File: src/rtl/udc_event_logger.sv
// udc_event_logger
//   Watches the status outputs of the up/down counter, turns rising edges of
//   ec (end count) and err into timestamped records, and queues them in a
//   FIFO that a host drains through a valid/ready handshake.
//
//   Record layout on evt_data: {ts[TS_W-1:0], cout[CW-1:0], dir, type[1:0]}
//     type 01 = ec edge only, 10 = err edge only, 11 = both in one cycle.
//
// Ports
//   clk        in   system clock, posedge
//   reset      in   synchronous active-high reset; flushes the FIFO
//   cout       in   counter value (CW bits)
//   dir        in   counter direction, 1 = up
//   err        in   counter error flag (level)
//   ec         in   counter end-count flag (level)
//   evt_ready  in   host accepts the head record
//   clr_ovf    in   clears overflow and drop_cnt
//   evt_valid  out  head record available
//   evt_data   out  head record
//   evt_count  out  FIFO occupancy, 0..DEPTH
//   overflow   out  sticky: a record was dropped
//   drop_cnt   out  dropped records, saturating at 255
module udc_event_logger #(
  parameter int DEPTH = 8,
  parameter int TS_W  = 16,
  parameter int CW    = 8
) (
  input  logic                       clk,
  input  logic                       reset,
  input  logic [CW-1:0]              cout,
  input  logic                       dir,
  input  logic                       err,
  input  logic                       ec,
  input  logic                       evt_ready,
  input  logic                       clr_ovf,
  output logic                       evt_valid,
  output logic [TS_W+CW+2:0]         evt_data,
  output logic [$clog2(DEPTH):0]     evt_count,
  output logic                       overflow,
  output logic [7:0]                 drop_cnt
);

  localparam int AW    = $clog2(DEPTH);
  localparam int CNT_W = AW + 1;
  localparam int REC_W = TS_W + CW + 3;

  function automatic logic [7:0] sat_inc8(input logic [7:0] v);
    return (v == 8'hFF) ? v : v + 8'd1;
  endfunction

  logic [TS_W-1:0]  r_ts;
  logic             r_ec_q;
  logic             r_err_q;
  logic [REC_W-1:0] r_mem [DEPTH];
  logic [AW-1:0]    r_wptr;
  logic [AW-1:0]    r_rptr;
  logic [CNT_W-1:0] r_count;
  logic [REC_W-1:0] r_out;
  logic             r_ovf;
  logic [7:0]       r_drop;

  logic             w_ec_rise;
  logic             w_err_rise;
  logic             w_evt;
  logic             w_full;
  logic             w_pop;
  logic             w_push;
  logic             w_drop;
  logic [REC_W-1:0] w_rec;
  logic [AW-1:0]    w_rptr_nxt;
  logic [CNT_W-1:0] w_rem;
  logic [REC_W-1:0] w_head_nxt;

  assign w_ec_rise  = ec & ~r_ec_q;
  assign w_err_rise = err & ~r_err_q;
  assign w_evt      = w_ec_rise | w_err_rise;
  assign w_rec      = {r_ts, cout, dir, w_err_rise, w_ec_rise};

  assign w_full = (r_count == CNT_W'(DEPTH));
  assign w_pop  = (r_count != '0) & evt_ready;
  // A pop on a full FIFO frees the slot the push is about to use.
  assign w_push = w_evt & (~w_full | w_pop);
  assign w_drop = w_evt & w_full & ~w_pop;

  assign w_rptr_nxt = w_pop ? r_rptr + AW'(1) : r_rptr;
  assign w_rem      = w_pop ? r_count - CNT_W'(1) : r_count;

  // The head is held in a register so the output never depends on inputs
  // combinationally. When nothing older survives this cycle, the new record
  // (if any) becomes the head; otherwise the next surviving entry does. The
  // slot being written can never be that surviving entry.
  always_comb begin
    w_head_nxt = r_out;
    if (w_rem == '0) begin
      if (w_push) w_head_nxt = w_rec;
    end else begin
      w_head_nxt = r_mem[w_rptr_nxt];
    end
  end

  always_ff @(posedge clk) begin
    if (w_push) r_mem[r_wptr] <= w_rec;
  end

  always_ff @(posedge clk) begin
    if (reset) begin
      r_ts    <= '0;
      // Reset high so a flag already asserted at release is not an edge.
      r_ec_q  <= 1'b1;
      r_err_q <= 1'b1;
      r_wptr  <= '0;
      r_rptr  <= '0;
      r_count <= '0;
      r_out   <= '0;
      r_ovf   <= 1'b0;
      r_drop  <= '0;
    end else begin
      r_ts    <= r_ts + TS_W'(1);
      r_ec_q  <= ec;
      r_err_q <= err;
      if (w_push) r_wptr <= r_wptr + AW'(1);
      r_rptr  <= w_rptr_nxt;
      case ({w_push, w_pop})
        2'b10:   r_count <= r_count + CNT_W'(1);
        2'b01:   r_count <= r_count - CNT_W'(1);
        default: r_count <= r_count;
      endcase
      r_out <= w_head_nxt;
      // A drop in the same cycle as a clear restarts the count at one.
      if (w_drop) begin
        r_ovf  <= 1'b1;
        r_drop <= clr_ovf ? 8'd1 : sat_inc8(r_drop);
      end else if (clr_ovf) begin
        r_ovf  <= 1'b0;
        r_drop <= '0;
      end
    end
  end

  assign evt_valid = (r_count != '0);
  assign evt_data  = r_out;
  assign evt_count = r_count;
  assign overflow  = r_ovf;
  assign drop_cnt  = r_drop;

endmodule
File: config.mk
export PLATFORM = sky130hd
export DESIGN_NAME = udc_event_logger
export DESIGN_NICKNAME = d
export VERILOG_FILES = /design/src/rtl/udc_event_logger.sv
export SDC_FILE = /design/constraint.sdc
export NUM_CORES = 1
export LEC_CHECK = 0
export CORE_ASPECT_RATIO = 1.5
export CORE_MARGIN = 1.5
export CORE_UTILIZATION = 50
export DETAILED_ROUTE_END_ITERATION = 12
export PLACE_DENSITY = 0.68
export SLEW_MARGIN = 20
export SYNTH_ARGS = -nofsm -noshare
export SYNTH_HDL_FRONTEND = slang
export SYNTH_SLANG_ARGS = --single-unit
File: constraint.sdc
create_clock -name clk -period 7.9 [get_ports clk]
set_clock_uncertainty 0.2 [all_clocks]
set_input_delay 1.185 -clock clk [delete_from_list [all_inputs] [get_ports clk]]
set_output_delay 1.185 -clock clk [all_outputs]
set_load 0.05 [all_outputs]
==> results.md, run 1 <==
- Req. time, crit path: 6.51 ns
- Reg power frac: 0.344
- Diode count: 0
- Post-DRT Antenna Nets: 0
- Sw Ratio: 0.365
- CTS Root Cell: clkbuf_16
- RePlAce Congestion: 0.763
- Final setup violation count: 0
- Hold_buf cts: 0
- Async S/R FF share, synth: 0
- Switching power: 1.85 mW
- Yosys cell types: 57
- Final hold violations: 0
- Clock Sinks: 280
- Mapped cell area: 0.0124 mm^2
- Routed WL per cell: 22.4 um
- Setup repair after global routing missed its margin: no
- Postcts setup bufs: 0
- Pin count of the biggest net entering global routing: 59
- Post-Synthesis Cells: 960
- Share of cells above drive strength 1: 0.183
- Endpoint class of the critical path: output pin
- Min Clock Period, post-route: 4.93 ns
- Vias in the first global route: 8,202
- Max incr delay on CP: 0.95 ns
- CTS H-tree depth: 1
- Kind of critical path: flop to output pin
- Top_reg_cell synth: edfxtp_1
- Number of antenna violations at the first check in global routing: 0
- Pleak: 4.54 nW
- CP Cell Sequence: inv_1 > ha_1 > nor3b_4 > buf_4 > inv_2 > clkdlybuf4s50_1
- Detailed Place HPWL: 18,000 um
- Clock transition at path regs: 0.07 ns
- Peak VDD IR: 0.175 mV
- Total iterations of the first detailed-routing run: 5
- Starting Density: 0.510
- CP Max Fanout: 52
- Hold Crit Class: flop to flop
- Gr usage total: 0.231
- Logic pwr share: 0.387
- PostCTS Resize Cnt: 0
- Worst-skew pair later-pin latency: 0.53 ns
- Final WL: 30,000 um
- CP Launch Type: flop
- Syn Nets: 981
- Ports: 56
- First-pass GRT wire length: 46,400 um
- Remaining DRCs: 0
- CTS buffer count: 27
- Die Ht: 196 um
- Mapped Avg Cell Area: 12.9 um^2
- Seq/Total Area, Yosys: 0.626
- Worst slew margin: 0.273
- Yosys Warn Count: 0
- Slowest-stage cell, CP: clkdlybuf4s50_1
- CTS tree: yes
- FP Rows: 70
- Slew Limit Fails: 0
- Core area: 0.0243 mm^2
- Slew @ Worst Pin: 1.09 ns
- Setup TNS: 0 ns
- Crit path arrival time: 3.54 ns
- Tot Pwr: 5.08 mW
- Number of synthesized register bits: 280
- Clock Power Share: 0.269
- Area after DPL: 0.0133 mm^2
- Cell area after layout: 0.0143 mm^2
- DR vias: 8,360
- Final clock period utilization by the worst path: 0.624
- Critical path buffer and inverter count: 4
- # fillers: 1,987
- P per Cell Area: 356 mW/mm^2
- Clk buf depth: 3
- Avg Vias per Cell: 6.25
- Initial DRC Count: 776
- Number of synthesized flops with an enable pin: 216
- Total grt overflow: 0
- Die Span X: 132 um
- Util after Layout: 0.585
- Internal cell power: 3.22 mW
- Maxcap violations: 0
- Nets: 1,015
- Max frequency: 0.203 GHz
- Critical path's top delay family: buffers and inverters
- Die area: 0.0258 mm^2
- # port buffers: 55
- Result of the run: finished clean
- Area grow syn2layout: 14.8%
==> sequential cells by signal, summed over array words and instances, names as in the netlist <==
| register | cells |
|---|---|
| overflow | 1 |
| r_rptr | 3 |
| r_wptr | 3 |
| evt_data | 27 |
| r_mem | 216 |
| r_err_q | 1 |
| r_ts | 16 |
| evt_count | 4 |
| drop_cnt | 8 |
| r_ec_q | 1 |
==> layout make-up <==
cell class              instances  area, um^2  area share
flip-flops and latches        280        7770       0.545
multi-input cells             596        4360       0.306
clock buffers                  31         733      0.0514
repair buffers                 79         729      0.0512
well taps                     324         405      0.0284
clock inverters                18         219      0.0154
inverters                      10        37.5     0.00263
==> power by group through the flow <==
stage | sequential [mW] | combinational (mW) | clock (mW)
after floorplan | 1.95 | 1.29 | 0
after global placement | 1.78 | 1.92 | 0
after detailed placement | 1.78 | 1.95 | 0
after CTS | 1.74 | 1.97 | 1.38
after global routing | 1.75 | 2.09 | 1.44
final | 1.75 | 1.97 | 1.37
==> logic make-up after synthesis <==
kind of cell,Yosys count,synth area share
muxes,92,0.0826
xor gates and xnor gates,22,0.0155
adders and majority gates,6,0.00605
AOI/OAI and AO/OA,184,0.119
buffers and inverters,84,0.0301
DFF,280,0.626
and+or+nand+nor,292,0.122
==> synth_stat cells, drive strengths merged (5+ instances only) <==
cell type,n,share of area
a211oi,51,0.032
a21oi,10,0.0040
a221oi,27,0.019
a31o,23,0.016
and3,7,0.0035
buf,34,0.015
clkbuf,40,0.012
dfxtp,64,0.10
edfxtp,216,0.52
ha,6,0.0060
inv,10,0.0030
mux2,54,0.049
mux2i,35,0.028
nand2,70,0.021
nand2b,5,0.0025
nand3,11,0.0044
nor2,29,0.0088
nor2b,31,0.016
nor3,103,0.042
nor3b,5,0.0039
o21ai,9,0.0036
o22a,25,0.018
o22ai,27,0.018
xnor2,14,0.0099
xor2,8,0.0056
==> worst paths after layout <==
kind	from	slack, ns	cells past startpoint	to
min reg2reg	overflow$_SDFFE_PP0P_	0.28	2	overflow$_SDFFE_PP0P_
min	overflow$_SDFFE_PP0P_	0.28	2	overflow$_SDFFE_PP0P_
max reg2reg	evt_count[1]$_SDFFE_PP0P_	3.56	10	evt_data[25]$_SDFFE_PP0P_
max	evt_count[1]$_SDFFE_PP0P_	2.97	6	evt_valid
==> routing by layer <==
| metal | GRT usage | routed length, um | up-vias |
|---|---|---|---|
| met5 | 0 | 0 | - |
| met4 | 0.0761 | 704 | 0 |
| met3 | 0.0276 | 2240 | 55 |
| met2 | 0.403 | 15100 | 347 |
| met1 | 0.301 | 12000 | 4170 |
| li1 | - | - | 3788 |
==> metrics by stage <==
stage / setup WS, ns / hold WS (ns) / instances
CTS: 2.97 / 0.286 / 1338
finish: 2.97 / 0.278 / 1338
detailed placement: 2.73 / 0.277 / 1289
global route: 2.85 / 0.310 / 1338
global placement: 2.79 / 0.264 / 1288
floorplan: 2.45 / 0.296 / 960
==> worst reg2reg max path: cells and delay by family, from the launching register on <==
kind	cells	cell delay, ns
AND/OR/NAND/NOR	3	0.93
buffers and inverters	4	1.56
flip-flops	1	0.38
AO/OA/AOI/OAI	2	0.75
adder cells (fa/ha/maj)	1	0.39
==> layout by cell type, fill, tap and decap left out, drive strengths merged, types with 4 or more instances in the layout <==
cell type / count
a211oi: 51
a21oi: 10
a221oi: 27
a31o: 23
and3: 7
buf: 25
bufinv: 4
clkbuf: 31
clkdlybuf4s50: 54
clkinv: 7
clkinvlp: 6
dfxtp: 64
edfxtp: 216
ha: 6
inv: 11
mux2: 54
mux2i: 35
nand2: 70
nand2b: 5
nand3: 11
nand4: 4
nor2: 29
nor2b: 31
nor3: 103
nor3b: 5
nor4: 4
o21ai: 9
o22a: 25
o22ai: 27
or3: 4
xnor2: 14
xor2: 8
Note: power is estimated with default switching activity, not from simulation.
==> run 2: changes to the inputs <==
Clock period 7.9 ns to 5 ns, I/O delays scaled along.
==> run 2 against run 1 <==
Against the previous run:
- power increased by 61%
- sequential power increased by 57%
- sequential share of layout area down 0.29 points
- global-route usage is 0.59 points higher
- critical path type unchanged
- routed wire length up 1.7%
- hold slack got worse by 0.010 ns
- clock power rose by 61%
- cell count up 0.45%
- clock-buffer cell count shrank 4
- cell area rose by 0.54%
- sequential cell count unchanged
- combinational power rose by 62%
==> results.md, run 2 (synthesis results as in run 1) <==
- Nets: 1,021 (+0.59%)
- Clk buf depth: 3 (unchanged)
- Reg power frac: 0.336 (-0.008)
- # port buffers: 55 (unchanged)
- CTS buffer count: 27 (unchanged)
- CP Cell Sequence: inv_1 > ha_1 > nor3b_4 > inv_2 > clkdlybuf4s50_1
- Slew @ Worst Pin: 1.09 ns (+0.00490 ns)
- Diode count: 0 (unchanged)
- Slew Limit Fails: 0 (unchanged)
- Clock transition at path regs: 0.07 ns (about the same)
- Post-DRT Antenna Nets: 0 (unchanged)
- Die Ht: 196 um (unchanged)
- Hold Crit Class: flop to flop
- Clock Sinks: 280 (unchanged)
- Logic pwr share: 0.393 (+0.006)
- CTS H-tree depth: 1 (unchanged)
- Setup repair after global routing missed its margin: no
- Final setup violation count: 0 (unchanged)
- Clock Power Share: 0.271 (+0.002)
- Area grow syn2layout: 15.4%
- Most frequent cells in the layout: 216 x edfxtp_1, 101 x nor3_1, 70 x nand2_1
- DR vias: 8,383 (+0.28%)
- Min-Delay Path Depth: 2 (unchanged)
- Most common cell after layout, fill and taps aside: edfxtp_1
- PostCTS Resize Cnt: 0 (unchanged)
- Vias in the first global route: 8,417 (+2.6%)
- Max incr delay on CP: 0.91 ns (-0.04 ns)
- CTS tree: yes
- Ports: 56 (unchanged)
- Sw Ratio: 0.366 (+0.00126)
- Result of the run: finished clean
- Internal cell power: 5.17 mW (+60%)
- Final cell count without fillers: 1,344 (+0.45%)
- RePlAce Congestion: 0.798 (+4.6%)
- Total grt overflow: 0 (unchanged)
- Util after Layout: 0.589 (+0.00313)
- Top reg by flops: r_mem
- Worst-case reg-to-reg path depth: 9 (-1)
- Pleak: 4.59 nW (+1.2%)
- First-pass GRT wire length: 47,500 um (+2.4%)
- Maxcap violations: 0 (unchanged)
- Total iterations of the first detailed-routing run: 5 (unchanged)
- Max frequency: 0.263 GHz
- Hold wc startpoint: overflow$_SDFFE_PP0P_
- P per Cell Area: 569 mW/mm^2 (+60%)
- Die area: 0.0258 mm^2 (unchanged)
- Largest register FFs: 216 (unchanged)
- Launch point of the worst path: evt_count[1]$_SDFFE_PP0P_
- Final hold violations: 0 (unchanged)
- CP Max Fanout: 16 (-69%)
- Endpoint class of the critical path: output pin
- Core area: 0.0243 mm^2 (unchanged)
- Postcts setup bufs: 0 (unchanged)
- CTS Root Cell: clkbuf_16
- Final clock period utilization by the worst path: 0.759
- Initial DRC Count: 591 (-24%)
- Routed WL per cell: 22.7 um (+1.2%)
- Switching power: 2.99 mW (+61%)
- Hold_buf cts: 0 (unchanged)
- Detailed Place HPWL: 18,000 um (+0.29%)
- Placed insts: 1,295 (+0.47%)
- Setup TNS: 0 ns (unchanged)
- Crit path arrival time: 2.85 ns (-0.69 ns)
- Req. time, crit path: 4.05 ns (-2.46 ns)
- Kind of critical path: flop to output pin
- Slowest-stage cell, CP: clkdlybuf4s50_1
- Min Clock Period, post-route: 3.80 ns
- Avg Vias per Cell: 6.24 (-0.17%)
- Remaining DRCs: 0 (unchanged)
- Worst R2R Start: evt_count[1]$_SDFFE_PP0P_
- Peak VDD IR: 0.368 mV (+110%)
- Number of antenna violations at the first check in global routing: 0 (unchanged)
- Worst-skew pair later-pin latency: 0.53 ns (about the same)
- Starting Density: 0.510 (unchanged)
- Gr usage total: 0.237 (+0.00590)
- Pin count of the biggest net entering global routing: 59 (unchanged)
- Worst slew margin: 0.272 (-0.000995)
- Final WL: 30,500 um (+1.7%)
- CP Launch Type: flop
- Die Span X: 132 um (unchanged)
- FP Rows: 70 (unchanged)
- Share of cells above drive strength 1: 0.190 (+0.00676)
run 2: layout make-up:
| cell class | instances | area (um^2) |
|---|---|---|
| fill | 2017 | 10000 |
| sequential | 280 | 7770 |
| inverter | 10 | 37.5 |
| multi-input combinational | 596 | 4380 |
| tap | 324 | 405 |
| clock buffer | 27 | 676 |
| timing repair buffer | 85 | 771 |
| clock inverter | 22 | 294 |
run 2: worst paths after layout:
check                         endpoint  slack [ns]
min              overflow$_SDFFE_PP0P_        0.27
min reg2reg      overflow$_SDFFE_PP0P_        0.27
max                          evt_valid        1.20
max reg2reg  evt_data[20]$_SDFFE_PP0P_        1.48
run 2: layer usage:
| layer | vias up | part of all wire | track usage | wire (um) |
|---|---|---|---|---|
| li1 | 3793 | - | - | - |
| met5 | - | 0 | 0 | 0 |
| met4 | 0 | 0.033 | 0.100 | 1010 |
| met3 | 67 | 0.055 | 0.0305 | 1690 |
| met2 | 296 | 0.52 | 0.416 | 15700 |
| met1 | 4227 | 0.40 | 0.295 | 12100 |
run 2: metrics by stage:
stage	area [um^2]	power, mW	hold slack, ns	setup slack, ns
2_1_floorplan	12400	5.11	0.296	0.0584
3_3_place_gp	13400	5.94	0.267	1.23
3_5_place_dp	13400	5.98	0.263	1.16
4_1_cts	14300	8.19	0.272	1.18
5_1_grt	14300	8.49	0.316	1.05
6_report	14300	8.16	0.268	1.20
run 2: worst max-delay path, delay by kind of cell (launching register included):
family        cells  cell delay (ns)
buf+inv           3             1.33
fa+ha+maj         1             0.32
simple gates      1             0.22
flops             1             0.45
run 2: power by group through the flow:
stage | combinational [mW] | sequential (mW) | clock (mW)
after detailed placement | 3.20 | 2.79 | 0
after global routing | 3.41 | 2.76 | 2.33
after floorplan | 2.04 | 3.08 | 0
final | 3.20 | 2.74 | 2.21
after CTS | 3.21 | 2.74 | 2.24
after global placement | 3.16 | 2.79 | 0
